### config.mk
export PLATFORM = sky130hd
export DESIGN_NAME = char_buffer_controller
export DESIGN_NICKNAME = d
export VERILOG_FILES = /design/src/rtl/char_buffer_pkg.sv /design/src/rtl/char_addr_translate.sv /design/src/rtl/char_buffer_controller.sv
export SDC_FILE = /design/constraint.sdc
export NUM_CORES = 1
export LEC_CHECK = 0
export ABC_AREA = 1
export ABC_CLOCK_PERIOD_IN_PS = 7500
export BUFFER_PORTS_ARGS = -buffer_cell sky130_fd_sc_hd__buf_2
export CORE_MARGIN = 1.5
export CORE_UTILIZATION = 45
export CTS_CLUSTER_DIAMETER = 40
export CTS_CLUSTER_SIZE = 12
export DETAILED_ROUTE_END_ITERATION = 6
export SETUP_SLACK_MARGIN = 0.4
export SLEW_MARGIN = 20
export SYNTH_ARGS = -nofsm -noshare
export SYNTH_HDL_FRONTEND = slang
export SYNTH_SLANG_ARGS = --single-unit
### constraint.sdc
create_clock -name clk -period 7.5 [get_ports clk]
set_input_delay 0.375 -clock clk [delete_from_list [all_inputs] [get_ports clk]]
set_output_delay 0.375 -clock clk [all_outputs]
set_load 0.05 [all_outputs]
### src/rtl/char_buffer_pkg.sv
// char_buffer_pkg: shared definitions for the character buffer controller.
//   - command opcodes accepted on cmd_op
//   - fill character used by scroll/clear operations
//   - controller state encoding
package char_buffer_pkg;

  localparam logic [2:0] OP_NOP          = 3'd0;
  localparam logic [2:0] OP_WRITE        = 3'd1;
  localparam logic [2:0] OP_SCROLL       = 3'd2;
  localparam logic [2:0] OP_CLEAR_SCREEN = 3'd3;
  localparam logic [2:0] OP_CLEAR_EOL    = 3'd4;
  localparam logic [2:0] OP_CLEAR_EOS    = 3'd5;

  localparam logic [7:0] BLANK_CHAR = 8'h20;

  typedef enum logic {
    IDLE,
    FILL
  } state_t;

endpackage

### src/rtl/char_addr_translate.sv
// char_addr_translate: combinational (x,y) -> ring-buffer address.
//   first_char : buffer address of the top-left displayed cell
//   x, y       : column / row on screen
//   address    : (first_char + y*COLS + x) wrapped into 0..ROWS*COLS-1
//   lin        : linear screen offset y*COLS + x (valid when in_range)
//   in_range   : x < COLS and y < ROWS
module char_addr_translate #(
  parameter int ROWS      = 24,
  parameter int COLS      = 80,
  parameter int ROW_BITS  = 5,
  parameter int COL_BITS  = 7,
  parameter int ADDR_BITS = 11
) (
  input  logic [ADDR_BITS-1:0] first_char,
  input  logic [COL_BITS-1:0]  x,
  input  logic [ROW_BITS-1:0]  y,
  output logic [ADDR_BITS-1:0] address,
  output logic [ADDR_BITS-1:0] lin,
  output logic                 in_range
);

  localparam int W = ADDR_BITS + 1;
  localparam logic [W-1:0] N_W = W'(ROWS * COLS);

  logic [W-1:0] lin_w;
  logic [W-1:0] sum;

  always_comb begin
    in_range = (x < COL_BITS'(COLS)) && (y < ROW_BITS'(ROWS));
    lin_w    = W'(y) * W'(COLS) + W'(x);
    // first_char < N and lin < N for in-range input, so one subtract wraps.
    sum      = {1'b0, first_char} + lin_w;
    if (sum >= N_W) sum = sum - N_W;
    address  = sum[ADDR_BITS-1:0];
    lin      = lin_w[ADDR_BITS-1:0];
  end

endmodule

### src/rtl/char_buffer_controller.sv
// char_buffer_controller: owns the char buffer write port and the scroll
// origin (first_char) for the 80x24 text display.
//   clk, reset          : clock, synchronous active-high reset
//   cmd_valid/cmd_ready : command handshake (ready only in IDLE)
//   cmd_op/x/y/char     : command fields, sampled at acceptance
//   first_char          : buffer address of the top-left displayed char
//   wr_en/address/data  : registered char buffer write port
//   busy                : multi-cycle fill in progress
module char_buffer_controller
  import char_buffer_pkg::*;
#(
  parameter int ROWS      = 24,
  parameter int COLS      = 80,
  parameter int ROW_BITS  = 5,
  parameter int COL_BITS  = 7,
  parameter int ADDR_BITS = 11
) (
  input  logic                 clk,
  input  logic                 reset,
  input  logic                 cmd_valid,
  output logic                 cmd_ready,
  input  logic [2:0]           cmd_op,
  input  logic [COL_BITS-1:0]  cmd_x,
  input  logic [ROW_BITS-1:0]  cmd_y,
  input  logic [7:0]           cmd_char,
  output logic [ADDR_BITS-1:0] first_char,
  output logic                 wr_en,
  output logic [ADDR_BITS-1:0] wr_address,
  output logic [7:0]           wr_data,
  output logic                 busy
);

  localparam int W = ADDR_BITS + 1;
  localparam logic [W-1:0] N_W    = W'(ROWS * COLS);
  localparam logic [W-1:0] COLS_W = W'(COLS);

  state_t               state;
  logic [ADDR_BITS-1:0] fill_ptr;
  logic [W-1:0]         remaining;
  logic [ADDR_BITS-1:0] pending_first;
  logic                 first_update;

  logic [ADDR_BITS-1:0] xlat_addr;
  logic [ADDR_BITS-1:0] xlat_lin;
  logic                 xlat_in_range;
  logic [W-1:0]         fc_plus_cols;
  logic [ADDR_BITS-1:0] scroll_first;
  logic [W-1:0]         fill_len;

  char_addr_translate #(
    .ROWS      (ROWS),
    .COLS      (COLS),
    .ROW_BITS  (ROW_BITS),
    .COL_BITS  (COL_BITS),
    .ADDR_BITS (ADDR_BITS)
  ) u_xlat (
    .first_char (first_char),
    .x          (cmd_x),
    .y          (cmd_y),
    .address    (xlat_addr),
    .lin        (xlat_lin),
    .in_range   (xlat_in_range)
  );

  function automatic logic [ADDR_BITS-1:0] wrap_inc(input logic [ADDR_BITS-1:0] a);
    return (a == ADDR_BITS'(ROWS * COLS - 1)) ? '0 : a + 1'b1;
  endfunction

  assign cmd_ready = (state == IDLE);
  assign busy      = (state == FILL);

  // N is a multiple of COLS, so the scrolled origin lands exactly on N.
  assign fc_plus_cols = {1'b0, first_char} + COLS_W;
  assign scroll_first = (fc_plus_cols >= N_W) ? '0 : fc_plus_cols[ADDR_BITS-1:0];

  always_comb begin
    fill_len = '0;
    case (cmd_op)
      OP_CLEAR_EOL: fill_len = COLS_W - W'(cmd_x);
      OP_CLEAR_EOS: fill_len = N_W - {1'b0, xlat_lin};
      default:      fill_len = '0;
    endcase
  end

  // The acceptance edge already issues the first write of a fill, so
  // 'remaining' counts the writes still owed after the one being issued.
  always_ff @(posedge clk) begin
    if (reset) begin
      state         <= IDLE;
      first_char    <= '0;
      wr_en         <= 1'b0;
      wr_address    <= '0;
      wr_data       <= '0;
      fill_ptr      <= '0;
      remaining     <= '0;
      pending_first <= '0;
      first_update  <= 1'b0;
    end else begin
      wr_en <= 1'b0;
      case (state)
        IDLE: begin
          if (cmd_valid) begin
            case (cmd_op)
              OP_WRITE: begin
                if (xlat_in_range) begin
                  wr_en      <= 1'b1;
                  wr_address <= xlat_addr;
                  wr_data    <= cmd_char;
                end
              end
              OP_SCROLL: begin
                wr_en         <= 1'b1;
                wr_address    <= first_char;
                wr_data       <= BLANK_CHAR;
                fill_ptr      <= wrap_inc(first_char);
                remaining     <= COLS_W - 1'b1;
                pending_first <= scroll_first;
                first_update  <= 1'b1;
                state         <= FILL;
              end
              OP_CLEAR_SCREEN: begin
                first_char   <= '0;
                wr_en        <= 1'b1;
                wr_address   <= '0;
                wr_data      <= BLANK_CHAR;
                fill_ptr     <= ADDR_BITS'(1);
                remaining    <= N_W - 1'b1;
                first_update <= 1'b0;
                state        <= FILL;
              end
              OP_CLEAR_EOL, OP_CLEAR_EOS: begin
                if (xlat_in_range) begin
                  wr_en        <= 1'b1;
                  wr_address   <= xlat_addr;
                  wr_data      <= BLANK_CHAR;
                  fill_ptr     <= wrap_inc(xlat_addr);
                  remaining    <= fill_len - 1'b1;
                  first_update <= 1'b0;
                  if (fill_len != W'(1)) state <= FILL;
                end
              end
              default: ;
            endcase
          end
        end
        FILL: begin
          wr_en      <= 1'b1;
          wr_address <= fill_ptr;
          wr_data    <= BLANK_CHAR;
          fill_ptr   <= wrap_inc(fill_ptr);
          remaining  <= remaining - 1'b1;
          if (remaining == W'(1)) begin
            state <= IDLE;
            if (first_update) first_char <= pending_first;
          end
        end
        default: state <= IDLE;
      endcase
    end
  end

endmodule

==> Word level (Yosys, flattened, before mapping) <==
Cells that the tools add are included.
{ "totals": {"ff_bits": 67, "inputBits": 26, "out_inout_bits": 33, "word_cells": 98} }
{ "op_classes": {"n_addsub": 11, "n_mul": 1, "order_cmp": 4, "n_eq_ne": 21, "muxes": 40, "n_bitwise": 1, "reduce_logical": 11} }
{ "ops": {"columns": ["cell", "count"], "rows": [
  ["2-to-1 mux 11 bit", 13],
  ["one-hot mux 11 bit (2 select lines)", 3],
  ["one-hot mux 11 bit (3 select lines)", 2],
  ["one-hot mux 12 bit (2 select lines)", 2],
  ["one-hot mux 12 bit (3 select lines)", 1],
  ["adder 11 x 1 -> 11 bit (second input constant)", 3],
  ["== test 11 bit (second input constant)", 3],
  [">= comparator 12 x 11 -> 1 bit (second input constant)", 2],
  ["2-to-1 mux 12 bit", 2],
  ["2-to-1 mux 8 bit", 3],
  ["one-hot mux 8 bit (3 select lines)", 1],
  ["subtractor 12 x 1 -> 12 bit (second input constant)", 2],
  ["one-hot mux 8 bit (2 select lines)", 1],
  ["adder 11 x 12 -> 12 bit", 1],
  ["adder 11 x 7 -> 12 bit (second input constant)", 1],
  ["adder 12 x 7 -> 12 bit", 1],
  ["== test 12 x 1 -> 1 bit (second input constant)", 1],
  ["inequality test 12 x 1 -> 1 bit (second input constant)", 1],
  ["AND reduction 4 bit", 3],
  ["subtractor 11 x 11 -> 12 bit (first input constant)", 1],
  ["subtractor 11 bit (second input constant)", 1],
  ["inequality test 3 x 2 -> 1 bit (second input constant)", 3],
  ["AND reduction 3 bit", 3],
  ["multiplier 5 x 3 -> 8 bit (second input constant)", 1],
  ["18 further kinds", 34]
]} }

==> Depth between registers and ports, before layout <==
Gate-level depths: netlist of the first run.
{ "depth": {"word_depth": 11, "ltp_mapped": 28, "ltp_nobuf": 28} }

==> Cells and area by module <==
From an unflattened synthesis of the first run, not the netlist that was laid out.
{ "hier_totals": {"cells_unflattened": 957, "area_unflattened_um2": 5909.4} }
{ "by_module_without_submodules": {"columns": ["module", "n_inst", "cells_per_inst", "area_each_um2", "seq_area_each_um2"], "rows": [
  ["char_buffer_controller", 1, 755, 4723.3, 1341.3],
  ["char_addr_translate", 1, 202, 1186.1, 0.0]
]} }

==> Least setup slack after synthesis of the first run <==
OpenSTA, ideal clock, no wires.
{ "synth_timing": {"path_type": "in2reg", "from": "input port cmd_y[1]", "to": "register fill_ptr[10]", "setup_ps": 122, "arrival_ps": 3536, "t_required_ps": 7378, "slack_ps": 3842, "cell_stages": 27, "path_buffers": 0, "path_cell_list": "ha_1 ha_1 fa_1 nand2_1 clkinv_1 nand2_1 nor2_1 xor2_1 ha_1 nand2_1 inv_1 a21oi_1 nand3_1 nand3_2 nand2_2 nor2_1 nand3_1 nand3_1 nand2_2 nor2_2 nand3_2 nand2_4 inv_2 nand2_1 nand2_1 nand2_1 a21oi_2"} }
{ "synth_via": {"elab_chain_cells": 11, "word_cells_on_any_way": 17, "classes_between": "add/sub: 4; mul: 1; order compare: 2; eq/ne: 2; mux: 6; reduce/logical: 2"} }
{ "synth_lines": {"columns": ["element", "line", "text"], "rows": [
  ["start: declaration", "char_buffer_controller.sv:24", "input logic [ROW_BITS-1:0] cmd_y,"],
  ["multiplier 5 x 3 -> 8 bit", "char_addr_translate.sv:30", "lin_w = W'(y) * W'(COLS) + W'(x);"],
  ["adder 12 x 7 -> 12 bit", "char_addr_translate.sv:30", null],
  ["adder 11 x 12 -> 12 bit", "char_addr_translate.sv:32", "sum = {1'b0, first_char} + lin_w;"],
  ["subtractor 11 bit or >= comparator 12 x 11 -> 1 bit (tied branches)", "char_addr_translate.sv:33", "if (sum >= N_W) sum = sum - N_W;"],
  ["2-to-1 mux 11 bit", "char_addr_translate.sv:33", null],
  ["adder 11 x 1 -> 11 bit or == test 11 bit (tied branches)", "char_buffer_controller.sv:66", "return (a == ADDR_BITS'(ROWS * COLS - 1)) ? '0 : a + 1'b1;"],
  ["2-to-1 mux 11 bit", "char_buffer_controller.sv:66", null],
  ["2-to-1 mux 11 bit", "char_buffer_controller.sv:132", "if (xlat_in_range) begin"],
  ["one-hot mux 11 bit (3 select lines)", "char_buffer_controller.sv:103", "case (cmd_op)"],
  ["2-to-1 mux 11 bit", "char_buffer_controller.sv:102", "if (cmd_valid) begin"],
  ["one-hot mux 11 bit (2 select lines)", "char_buffer_controller.sv:100", "case (state)"],
  ["end signal: assignment", "char_buffer_controller.sv:115", "fill_ptr <= wrap_inc(first_char);"],
  ["end signal: assignment", "char_buffer_controller.sv:136", "fill_ptr <= wrap_inc(xlat_addr);"],
  ["end signal: assignment", "char_buffer_controller.sv:150", "fill_ptr <= wrap_inc(fill_ptr);"],
  ["end: declaration", "char_buffer_controller.sv:38", "logic [ADDR_BITS-1:0] fill_ptr;"]
]} }
Several ways; a longest one is shown, not always the timed one. The select of a mux whose other input is x is not followed.
A chain may end at the register's enable or synchronous reset.

==> Worst setup path after layout of the first run <==
{ "layout_timing": {"from": "input port cmd_y[1]", "to": "register fill_ptr[1]"} }
{ "layout_via": {"elab_chain_cells": 11, "word_cells_on_any_way": 17, "classes_between": "add/sub: 4; mul: 1; order compare: 2; eq/ne: 2; mux: 6; reduce/logical: 2"} }
{ "layout_lines": {"columns": ["element", "line"], "rows": [
  ["multiplier 5 x 3 -> 8 bit", "char_addr_translate.sv:30"],
  ["adder 12 x 7 -> 12 bit", "char_addr_translate.sv:30"],
  ["adder 11 x 12 -> 12 bit", "char_addr_translate.sv:32"],
  [">= comparator 12 x 11 -> 1 bit or subtractor 11 bit (tied branches)", "char_addr_translate.sv:33"],
  ["2-to-1 mux 11 bit", "char_addr_translate.sv:33"],
  ["adder 11 x 1 -> 11 bit or == test 11 bit (tied branches)", "char_buffer_controller.sv:66"],
  ["2-to-1 mux 11 bit", "char_buffer_controller.sv:66"],
  ["2-to-1 mux 11 bit", "char_buffer_controller.sv:132"],
  ["one-hot mux 11 bit (3 select lines)", "char_buffer_controller.sv:103"],
  ["2-to-1 mux 11 bit", "char_buffer_controller.sv:102"],
  ["one-hot mux 11 bit (2 select lines)", "char_buffer_controller.sv:100"]
]} }
Several ways; a longest one is shown, not always the timed one. The select of a mux whose other input is x is not followed.

==> results.cfg, run 1 <==
[run_status]
status = complete, no violations

[sta]
max_freq_mhz = 260
rsz0062_at_grt = no
worst_slew_margin_rel_pct = 43.5
fin_ws_ps = 3650
drv_slew = 0
hold_violations = 0
fin_skew_ps = 5.61
holdWs_ps = 303
worst_slew_pin_slew_ps = 839
tns_ps = 0
finalSetupViolCount = 0
fin_crit_ps = 3850
timing.final.crit_share_pct = 51.4

[clock_tree]
htree_levels = 3
root_buffer = clkbuf_16
clk_pin_slew_ps = 60
cts_sinks = 67
cts_tree = done
insertion_delay_ps = 340
post_cts_buffers = 0
post_cts_resized = 0
cts.path.max_buffers = 2
cts_buffers = 9
cts_hold_buf = 0

[worst_setup_path]
cp_data_required_time_ps = 7730
cp_slowest_stage_delay_ps = 530
path_common_cell = nand2_1
arrival_ps = 4080
worst_path_max_delay_cell = fa_1
critPathKind = in -> reg
start_kind = input pin
cp_max_fo = 7
endpoint_kind = flip-flop
ff2ff_setup_slack_ps = 4400

[power]
power_leakage_nw = 3.09
p_per_area_nw_per_um2 = 205
vdd_drop_max_v = 0.000157
total_power_mw = 1.34

[route]
first_pass_iters = 6
vias = 6133
drcViolationCount = 0
via_per_inst = 5.32
totalWireLength_um = 16800
ant_nets = 0
first_iter_violations = 425
wl_per_cell_um = 14.5

[grt]
overflow = 0
track_usage_pct = 25.9
grt_pass1_wl_um = 27300
grt_max_degree = 41
grt_pass1_vias = 5512
antenna_found_initial = 0

[final_layout]
layout-drive-gt1-share_pct = 13.7
diodes = 0
layout_common_cells = nand2_1, inv_1, a21oi_1
multi_input_area_sq_um = 3870
finish.net_count = 1041
final_cells = 1153
stdcell_area_sq_um = 6540
fillerInstances = 1371
utilization_pct = 51.6
final_common_cell = nand2_1
syn_to_final_growth_pct = 11.6
seq_area_sq_um = 1340

[synth]
ys_warn_count = 0
yosysSeqAreaShare_pct = 22.9
synth-seq-cells = 67
syn_nets = 997
synth_area_leader_cell = dfxtp_1
netlist.area_leader.share_pct = 22.9
ys_top_cells_by_area = dfxtp_1, nand2_1, a21oi_1
synth_ff_type = dfxtp_1
postSynthCellCount = 933
synth_edf_count = 0
async_flop_share_pct = 0
netlist_area_sq_um = 5860
synth_area_per_cell_sq_um = 6.28
synth_cell_types = 52

[die]
core_sq_um = 12700
die_w_um = 117
die_y_um = 117
io_pins = 59
rows = 41
start_util_pct = 46.3
dieArea_sq_um = 13700

[placement]
dpl.cell_count = 1138
dpl.hpwl_um = 12900
numPortBuffers = 58
pre_cts_slack_ps = 3360
gp_congestion = 0.923
placed_area_sq_um = 6260

[run]
drv_cap = 0

[min_path]
hold_path.class = in -> reg
==> worst paths after layout <==
| kind | start | to | depth (start not counted) |
|---|---|---|---|
| worst min-delay path | cmd_char[6] | wr_data[6] | 3 |
| worst min register to register | wr_data[6] | wr_data[6] | 2 |
| worst max-delay path | cmd_y[1] | fill_ptr[1] | 28 |
| worst max register to register | first_char[0] | fill_ptr[7] | 20 |
==> Yosys cell counts (4+ instances only) <==
master,instances
a211oi_1,17
o21ai_0,64
o22ai_1,7
nand4_1,7
nor3_1,16
nor2_1,87
inv_2,6
dfxtp_1,67
clkinv_1,4
nand2_2,13
inv_1,122
o221ai_1,5
xor2_1,11
o21ai_1,7
clkbuf_1,21
ha_1,35
nand2_1,201
nand3_1,68
xnor2_1,5
nand3_2,6
a21oi_1,94
o211ai_1,7
buf_2,4
a21oi_2,7
nor2_2,5
a31oi_1,6
==> layer usage <==
layer | wire, um | global-route usage [%]
met4 | 372 | 8.76
met5 | 0 | 0
met3 | 749 | 3.60
met1 | 7900 | 34.8
met2 | 7730 | 42.7
==> logic make-up (layout without fill, tap and decap cells) <==
| logic type | after synthesis | in the layout | synth area share [%] |
|---|---|---|---|
| and+or+nand+nor | 422 | 422 | 32.1 |
| AOI/OAI and AO/OA | 224 | 224 | 22.0 |
| buffers and inverters | 163 | 211 | 11.1 |
| DFF | 67 | 67 | 22.9 |
| adders and majority gates | 38 | 38 | 8.50 |
| xor gates and xnor gates | 19 | 19 | 3.42 |
==> area by class of cell <==
class                   count  share of cell area (%)
flip-flops and latches     67                    20.5
repair buffers             63                    5.01
inverters                 133                    7.65
clock inverters             2                   0.153
clock buffers              13                    4.13
well taps                 172                    3.29
multi-input cells         703                    59.3
==> flip-flops by register name, indices dropped and copies added, names as in the netlist <==
signal / count
pending_first: 11
remaining: 12
wr_en: 1
first_update: 1
wr_data: 8
fill_ptr: 11
busy: 1
wr_address: 11
first_char: 11
==> worst max-delay path: cells and delay by family <==
| kind | cells | cell delay (ps) |
|---|---|---|
| fa+ha+maj | 4 | 1390 |
| simple gates | 17 | 1540 |
| xor+xnor | 1 | 310 |
| compound gates | 2 | 190 |
| buf+inv | 4 | 270 |
==> report_power, final <==
part           switching [mW]  total, mW  internal [mW]
sequential             0.0259      0.409          0.383
clock                   0.154      0.402          0.248
combinational           0.360      0.526          0.167
Power figures use the tool's default switching activity.
==> run 2, diff against run 1 <==
ABC_AREA = 0   (was 1)
ABC_CLOCK_PERIOD_IN_PS = 4000   (was 7500)
clock period = 4 ns   (was 7.5 ns; I/O delays follow)
==> run 2 against run 1 <==
Synthesized cell count is 20% lower. Critical path depth fell by 12. Worst setup slack got worse by 3400 ps. Combinational power grew 94%. Largest power group unchanged. Flip-flop and latch count unchanged. Register-to-register slack worse by 4100 ps. Cell area is 5.2% higher. First-iteration DRC count decreased by 29%.
==> results.cfg, run 2 <==
[run_status]
status = complete, no violations

[synth]
synth_area_leader_cell = dfxtp_1
yosysSeqAreaShare_pct = 24.5
async_flop_share_pct = 0
postSynthCellCount = 747
synth_top_family_by_area = compound AO/OA/AOI/OAI gates
ys_warn_count = 0
synthSimpleGateAreaFrac_pct = 25.3
synth_ff_type = dfxtp_1
synth_cell_types = 71
netlist_area_sq_um = 5470
synthMuxAreaShare_pct = 1.28
synth_area_per_cell_sq_um = 7.32
yosys-top-cells-count = a21oi_1, nand2_1, nor2_1
synth_edf_count = 0
ys_top_cells_by_area = dfxtp_1, ha_1, a21oi_1
netlist.area_leader.share_pct = 24.5
syn_nets = 810
synth-seq-cells = 67
synth_compound_area_share_pct = 26.0
synth-xor-area-share_pct = 8.94
synth-adder-area-share_pct = 8.87

[final_layout]
layout-drive-gt1-share_pct = 23.2
fillerInstances = 1126
regMostFlops = remaining
layout_common_cells = nand2_1, a21oi_1, nor2_1
final_cells = 985
seq_area_sq_um = 1340
largest_register_ffs = 12
multi_input_area_sq_um = 4200
finish.net_count = 896
syn_to_final_growth_pct = 25.8
diodes = 0
final_common_cell = nand2_1

[worst_setup_path]
r2r-start = first_char[3]
reg2reg_depth = 12
cp_data_required_time_ps = 4210
ff2ff_setup_slack_ps = 330
r2r-end = fill_ptr[0]
cp_slowest_stage_delay_ps = 560
worst_path_max_delay_cell = o41a_4
endpoint_kind = flip-flop
start_kind = input pin
cp_max_fo = 8
critPathKind = in -> reg
arrival_ps = 4000
path_common_cell = ha_4
crit_chain = buf_8 -> ha_4 -> ha_4 -> fa_1 -> nand2_1 -> a21oi_2 -> xor2_2 -> ha_4 -> or3_4 -> o211ai_4 -> nor3_2 -> o21ba_4 -> or2_4 -> o41a_4 -> a221oi_2 -> nor3_1

[sta]
drv_slew = 0
worst_slew_margin_rel_pct = 30.6
hold_violations = 0
worst_slew_pin_slew_ps = 1040
fin_skew_ps = 11.5
max_freq_mhz = 264
fin_crit_ps = 3790
finalSetupViolCount = 0
rsz0062_at_grt = yes
timing.final.crit_share_pct = 94.8

[grt]
antenna_found_initial = 0
grt_pass1_wl_um = 25900
track_usage_pct = 25.1
overflow = 0
grt_max_degree = 60
grt_pass1_vias = 5254

[route]
vias = 5656
via_per_inst = 5.74
totalWireLength_um = 15800
first_iter_violations = 303
drcViolationCount = 0
wl_per_cell_um = 16.0
ant_nets = 0
first_pass_iters = 5

[die]
io_pins = 59
rows = 40
dieArea_sq_um = 12800
die_w_um = 113
die_y_um = 113
start_util_pct = 45.9
core_sq_um = 11900

[placement]
gp_congestion = 0.913
dpl.cell_count = 962
numPortBuffers = 58
dpl.hpwl_um = 11600

[min_path]
min_from = cmd_char[2]
hold_depth = 3
holdPathEnd = wr_data[2]
hold_path.class = in -> reg

[clock_tree]
cts.path.max_buffers = 2
insertion_delay_ps = 340
clk_pin_slew_ps = 50
cts_tree = done
root_buffer = clkbuf_16
htree_levels = 3
cts_buffers = 9
cts_sinks = 67
cts_hold_buf = 0

[power]
vdd_drop_max_v = 0.000214
power_leakage_nw = 2.82
total_power_mw = 2.48
p_per_area_nw_per_um2 = 360

[run]
drv_cap = 0
==> run 2: final cells by class <==
cell class	count	share of cell area, %
clock inverters	5	0.418
well taps	147	2.67
clock buffers	11	3.53
inverters	32	1.75
flip-flops and latches	67	19.5
repair buffers	117	11.1
multi-input cells	606	61.1
==> run 2: kinds of logic (layout without fill, tap and decap cells) <==
| logic type | count (synthesis) | count (layout) |
|---|---|---|
| XOR/XNOR | 55 | 55 |
| flip-flops | 67 | 67 |
| multiplexers | 7 | 7 |
| AO/OA/AOI/OAI | 216 | 216 |
| adder cells (fa/ha/maj) | 37 | 37 |
| AND/OR/NAND/NOR | 291 | 291 |
| buffers and inverters | 74 | 165 |
==> run 2: stage by stage <==
step | TNS, ps | worst slack, ps | hold slack [ps] | utilization [%] | cell area, sq um
5_1_grt | 0 | 91.5 | 126 | 57.8 | 6880
6_report | 0 | 207 | 119 | 57.8 | 6880
2_1_floorplan | 0 | 4.99 | 352 | - | 5610
4_1_cts | 0 | 267 | 110 | 56.5 | 6730
3_3_place_gp | -535 | -107 | 434 | 53.0 | 6310
3_5_place_dp | -1980 | -276 | 441 | 53.0 | 6310
==> run 2: timing repair <==
item	CTS	global route
endpoints found under the setup margin	11	14
hold endpoints to repair	0	0
resized for setup	23	25
gates cloned	0	0
buffers inserted	3	4
pin swaps	15	24
==> run 2: critical path, delay by kind of cell <==
family | cells | cell delay (ps)
xor gates and xnor gates | 1 | 230
adders and majority gates | 4 | 1200
and+or+nand+nor | 5 | 860
buffers and inverters | 1 | 100
AOI/OAI and AO/OA | 5 | 1400
==> run 2: routing by layer <==
layer  vias to the layer above  track usage [%]  part of all wire (%)
met5                         -                0                     0
met2                       139             40.7                    46
li1                       2875                -                     -
met3                        13             5.62                   4.9
met1                      2629             33.6                    48
met4                         0             7.42                   1.6
==> run 2: worst max-delay path by stage <==
| stage | start | endpoint | slack, ps | cells past startpoint |
|---|---|---|---|---|
| after detailed placement | cmd_y[1] | fill_ptr[0] | -280 | 16 |
| after CTS | cmd_y[3] | fill_ptr[0] | 270 | 18 |
| after global routing | cmd_y[1] | fill_ptr[0] | 90 | 18 |
| final | cmd_y[1] | fill_ptr[0] | 210 | 16 |
| after global placement | cmd_y[1] | fill_ptr[0] | -110 | 17 |
| after floorplan | cmd_y[1] | fill_ptr[0] | 5 | 16 |
==> run 2: power breakdown <==
part | internal, mW | switching (mW)
combinational | 0.449 | 0.571
clock | 0.433 | 0.297
sequential | 0.701 | 0.0269
total | 1.58 | 0.895
==> run 3, diff against run 2 <==
ABC_CLOCK_PERIOD_IN_PS = default   (was 4000)
SYNTH_HIERARCHICAL = 1   (was default)
==> run 3 against run 2 <==
Worst setup slack got worse by 47 ps. Clock power rose by 24%. Via count rose by 0.65%. Area after synthesis rose by 0.46%. Non-clock buffer count fell by 6. Global-route usage rose by 0.056 points. Clock-buffer cell count fell by 2. Hold slack got worse by 4.6 ps. Register-to-register slack got worse by 70 ps. First-iteration DRC count rose by 83%.
==> results.cfg, run 3 <==
[run_status]
status = complete, no violations

[grt]
overflow = 0
antenna_found_initial = 0
grt_max_degree = 66
track_usage_pct = 25.2
grt_pass1_vias = 5343
grt_pass1_wl_um = 26200

[synth]
yosys-top-cells-count = nor2_1, dfxtp_1, a21oi_1, nand2_1, ha_1
synth_cell_types = 77
synth_area_per_cell_sq_um = 7.72
ys_top_cells_by_area = dfxtp_1, ha_1, a21oi_1
yosysSeqAreaShare_pct = 24.4
yosysMostFrequentCell = nor2_1
async_flop_share_pct = 0
postSynthCellCount = 712
syn_nets = 777
netlist_area_sq_um = 5500
synth_edf_count = 0
ys_warn_count = 6
synth_area_leader_cell = dfxtp_1
netlist.area_leader.share_pct = 24.4
synth_ff_type = dfxtp_1
synth-seq-cells = 67

[sta]
hold_violations = 0
drv_slew = 0
fin_skew_ps = 5.66
worst_slew_margin_rel_pct = 25.8
timing.final.crit_share_pct = 96.0
finalSetupViolCount = 0
worst_slew_pin_slew_ps = 1100
holdWs_ps = 115
rsz0062_at_grt = yes
tns_ps = 0
max_freq_mhz = 260
fin_crit_ps = 3840

[min_path]
holdPathEnd = wr_data[6]
hold_path.class = in -> reg
min_from = cmd_char[6]
hold_depth = 3

[worst_setup_path]
arrival_ps = 4040
cp_slowest_stage_delay_ps = 590
ff2ff_setup_slack_ps = 260
critPathKind = in -> reg
start_kind = input pin
r2r-start = first_char[0]
cp_max_fo = 4
path_common_cell = ha_4
r2r-end = fill_ptr[10]
worst_path_max_delay_cell = fa_2
endpoint_kind = flip-flop
crit_buf_inv = 1
crit_chain = buf_8 -> ha_4 -> ha_4 -> fa_2 -> xnor2_2 -> ha_1 -> and3_4 -> nand2_1 -> a21oi_2 -> o211a_4 -> or3_4 -> nand2_4 -> o22a_1 -> nand2_2 -> nor3_4 -> mux2_4 -> a221oi_4 -> o41ai_2
reg2reg_depth = 17
cp_data_required_time_ps = 4200
path_delay_family = adder cells

[route]
wl_met1_um = 7490
totalWireLength_um = 16200
wl_met3_um = 724
highest_layer = met4
via_per_inst = 6.05
first_pass_iters = 5
wl_met2_um = 7590
ant_nets = 0
first_iter_violations = 555
vias = 5693
drcViolationCount = 0
wl_per_cell_um = 17.3

[placement]
placed_area_sq_um = 6220
dpl.hpwl_um = 12000
numPortBuffers = 58
gp_congestion = 0.843

[power]
clkPwrFrac_pct = 36.2
internal_power_mw = 1.67
power_leakage_nw = 2.75
total_power_mw = 2.51
switchingPower_mw = 0.833
switching_share_pct = 33.2
combPwrFrac_pct = 34.9
vdd_drop_max_v = 0.000235
p_seq_share_pct = 28.9
p_per_area_nw_per_um2 = 367

[final_layout]
layout-drive-gt1-share_pct = 23.2
finish.net_count = 855
syn_to_final_growth_pct = 24.4
regMostFlops = remaining
layout_common_cells = nor2_1, dfxtp_1, buf_2
utilization_pct = 57.2
seq_area_sq_um = 1340
final_common_cell = nor2_1
diodes = 0
stdcell_area_sq_um = 6840
fillerInstances = 1106
multi_input_area_sq_um = 4150
largest_register_ffs = 12

[die]
rows = 40
core_sq_um = 12000
die_y_um = 114
start_util_pct = 46.0
dieArea_sq_um = 12900
io_pins = 59
die_w_um = 114

[clock_tree]
cts_buffers = 9
htree_levels = 3
insertion_delay_ps = 340
root_buffer = clkbuf_16
cts.path.max_buffers = 2
cts_sinks = 67
clk_pin_slew_ps = 60
cts_tree = done

[run]
drv_cap = 0
## run 3: cell types whose count changed in the layout (fill, tap and decap cells not counted), moves of 7 or more
| cell | before | now |
|---|---|---|
| a21oi_1 | 72 | 51 |
| nand3_1 | 41 | 29 |
| o21ai_0 | 42 | 29 |
| nor3_1 | 25 | 12 |
| o211ai_1 | 5 | 16 |
| nand4_1 | 12 | 5 |
| nand2_1 | 76 | 51 |
| a211oi_1 | 9 | 2 |
| a22oi_1 | 14 | 26 |
## run 3: final cells by class
class,instances,area share (%)
repair buffers,111,10.3
inverters,32,1.76
clock inverters,6,1.68
multi-input cells,569,60.6
flip-flops and latches,67,19.6
well taps,147,2.69
clock buffers,9,3.29
## run 3: cells by family after synthesis
kind of cell	Yosys count	synth area share [%]
buffers and inverters	76	5.55
DFF	67	24.4
xor gates and xnor gates	50	8.10
and+or+nand+nor	234	20.9
adders and majority gates	39	9.29
AOI/OAI and AO/OA	240	30.6
muxes	6	1.16
## run 3: power groups by stage
stage / Combinational [mW] / Clock, mW / Sequential [mW]
after floorplan: 0.497 / 0 / 0.775
after global placement: 0.763 / 0 / 0.738
after detailed placement: 0.780 / 0 / 0.739
after CTS: 0.835 / 0.925 / 0.724
after global routing: 0.945 / 0.946 / 0.729
final: 0.874 / 0.908 / 0.725
## run 3: worst register-to-register path, cell delays in order (launching register included)
cell       delay, ps
dfxtp_2          330
ha_1             170
inv_1             60
fa_1             400
nor2b_1          210
o2111ai_1        170
a31oi_1          200
nor2_1            80
xnor2_1          190
inv_1             90
ha_1             210
or2_2            290
o211ai_1         120
nand2_2           90
nor3_4           250
mux2_4           340
a221oi_4         280
o41ai_2          100
## run 3: how the worst max path moves through the flow
stage                   from           end  slack [ps]  depth (start not counted)
CTS                 cmd_y[3]  fill_ptr[10]         270                         19
global placement    cmd_y[1]  fill_ptr[10]        -110                         17
global route        cmd_y[0]   fill_ptr[0]         -70                         21
finish              cmd_y[3]  fill_ptr[10]         160                         18
floorplan           cmd_y[1]   fill_ptr[0]          60                         20
detailed placement  cmd_y[1]  fill_ptr[10]        -270                         19
## run 3: per-stage QoR
stage | worst slack (ps) | cells
3_5_place_dp | -270 | 920
4_1_cts | 267 | 940
3_3_place_gp | -105 | 920
2_1_floorplan | 62.0 | 712
5_1_grt | -74.8 | 941
6_report | 160 | 941
## run 3: repair_timing
action / in CTS / in global routing
buffers inserted: 5 / 1
hold buffers: 0 / 0
setup endpoints to repair: 9 / 11
endpoints found under the hold margin: 0 / 0
pin swaps: 34 / 19
cloned: 0 / 0
gates resized for setup: 26 / 14
## run 3: metal layers
metal | track usage, % | vias up
met1 | 33.0 | 2673
met5 | 0 | -
met2 | 41.4 | 176
met4 | 9.17 | 0
met3 | 4.68 | 37
li1 | - | 2807
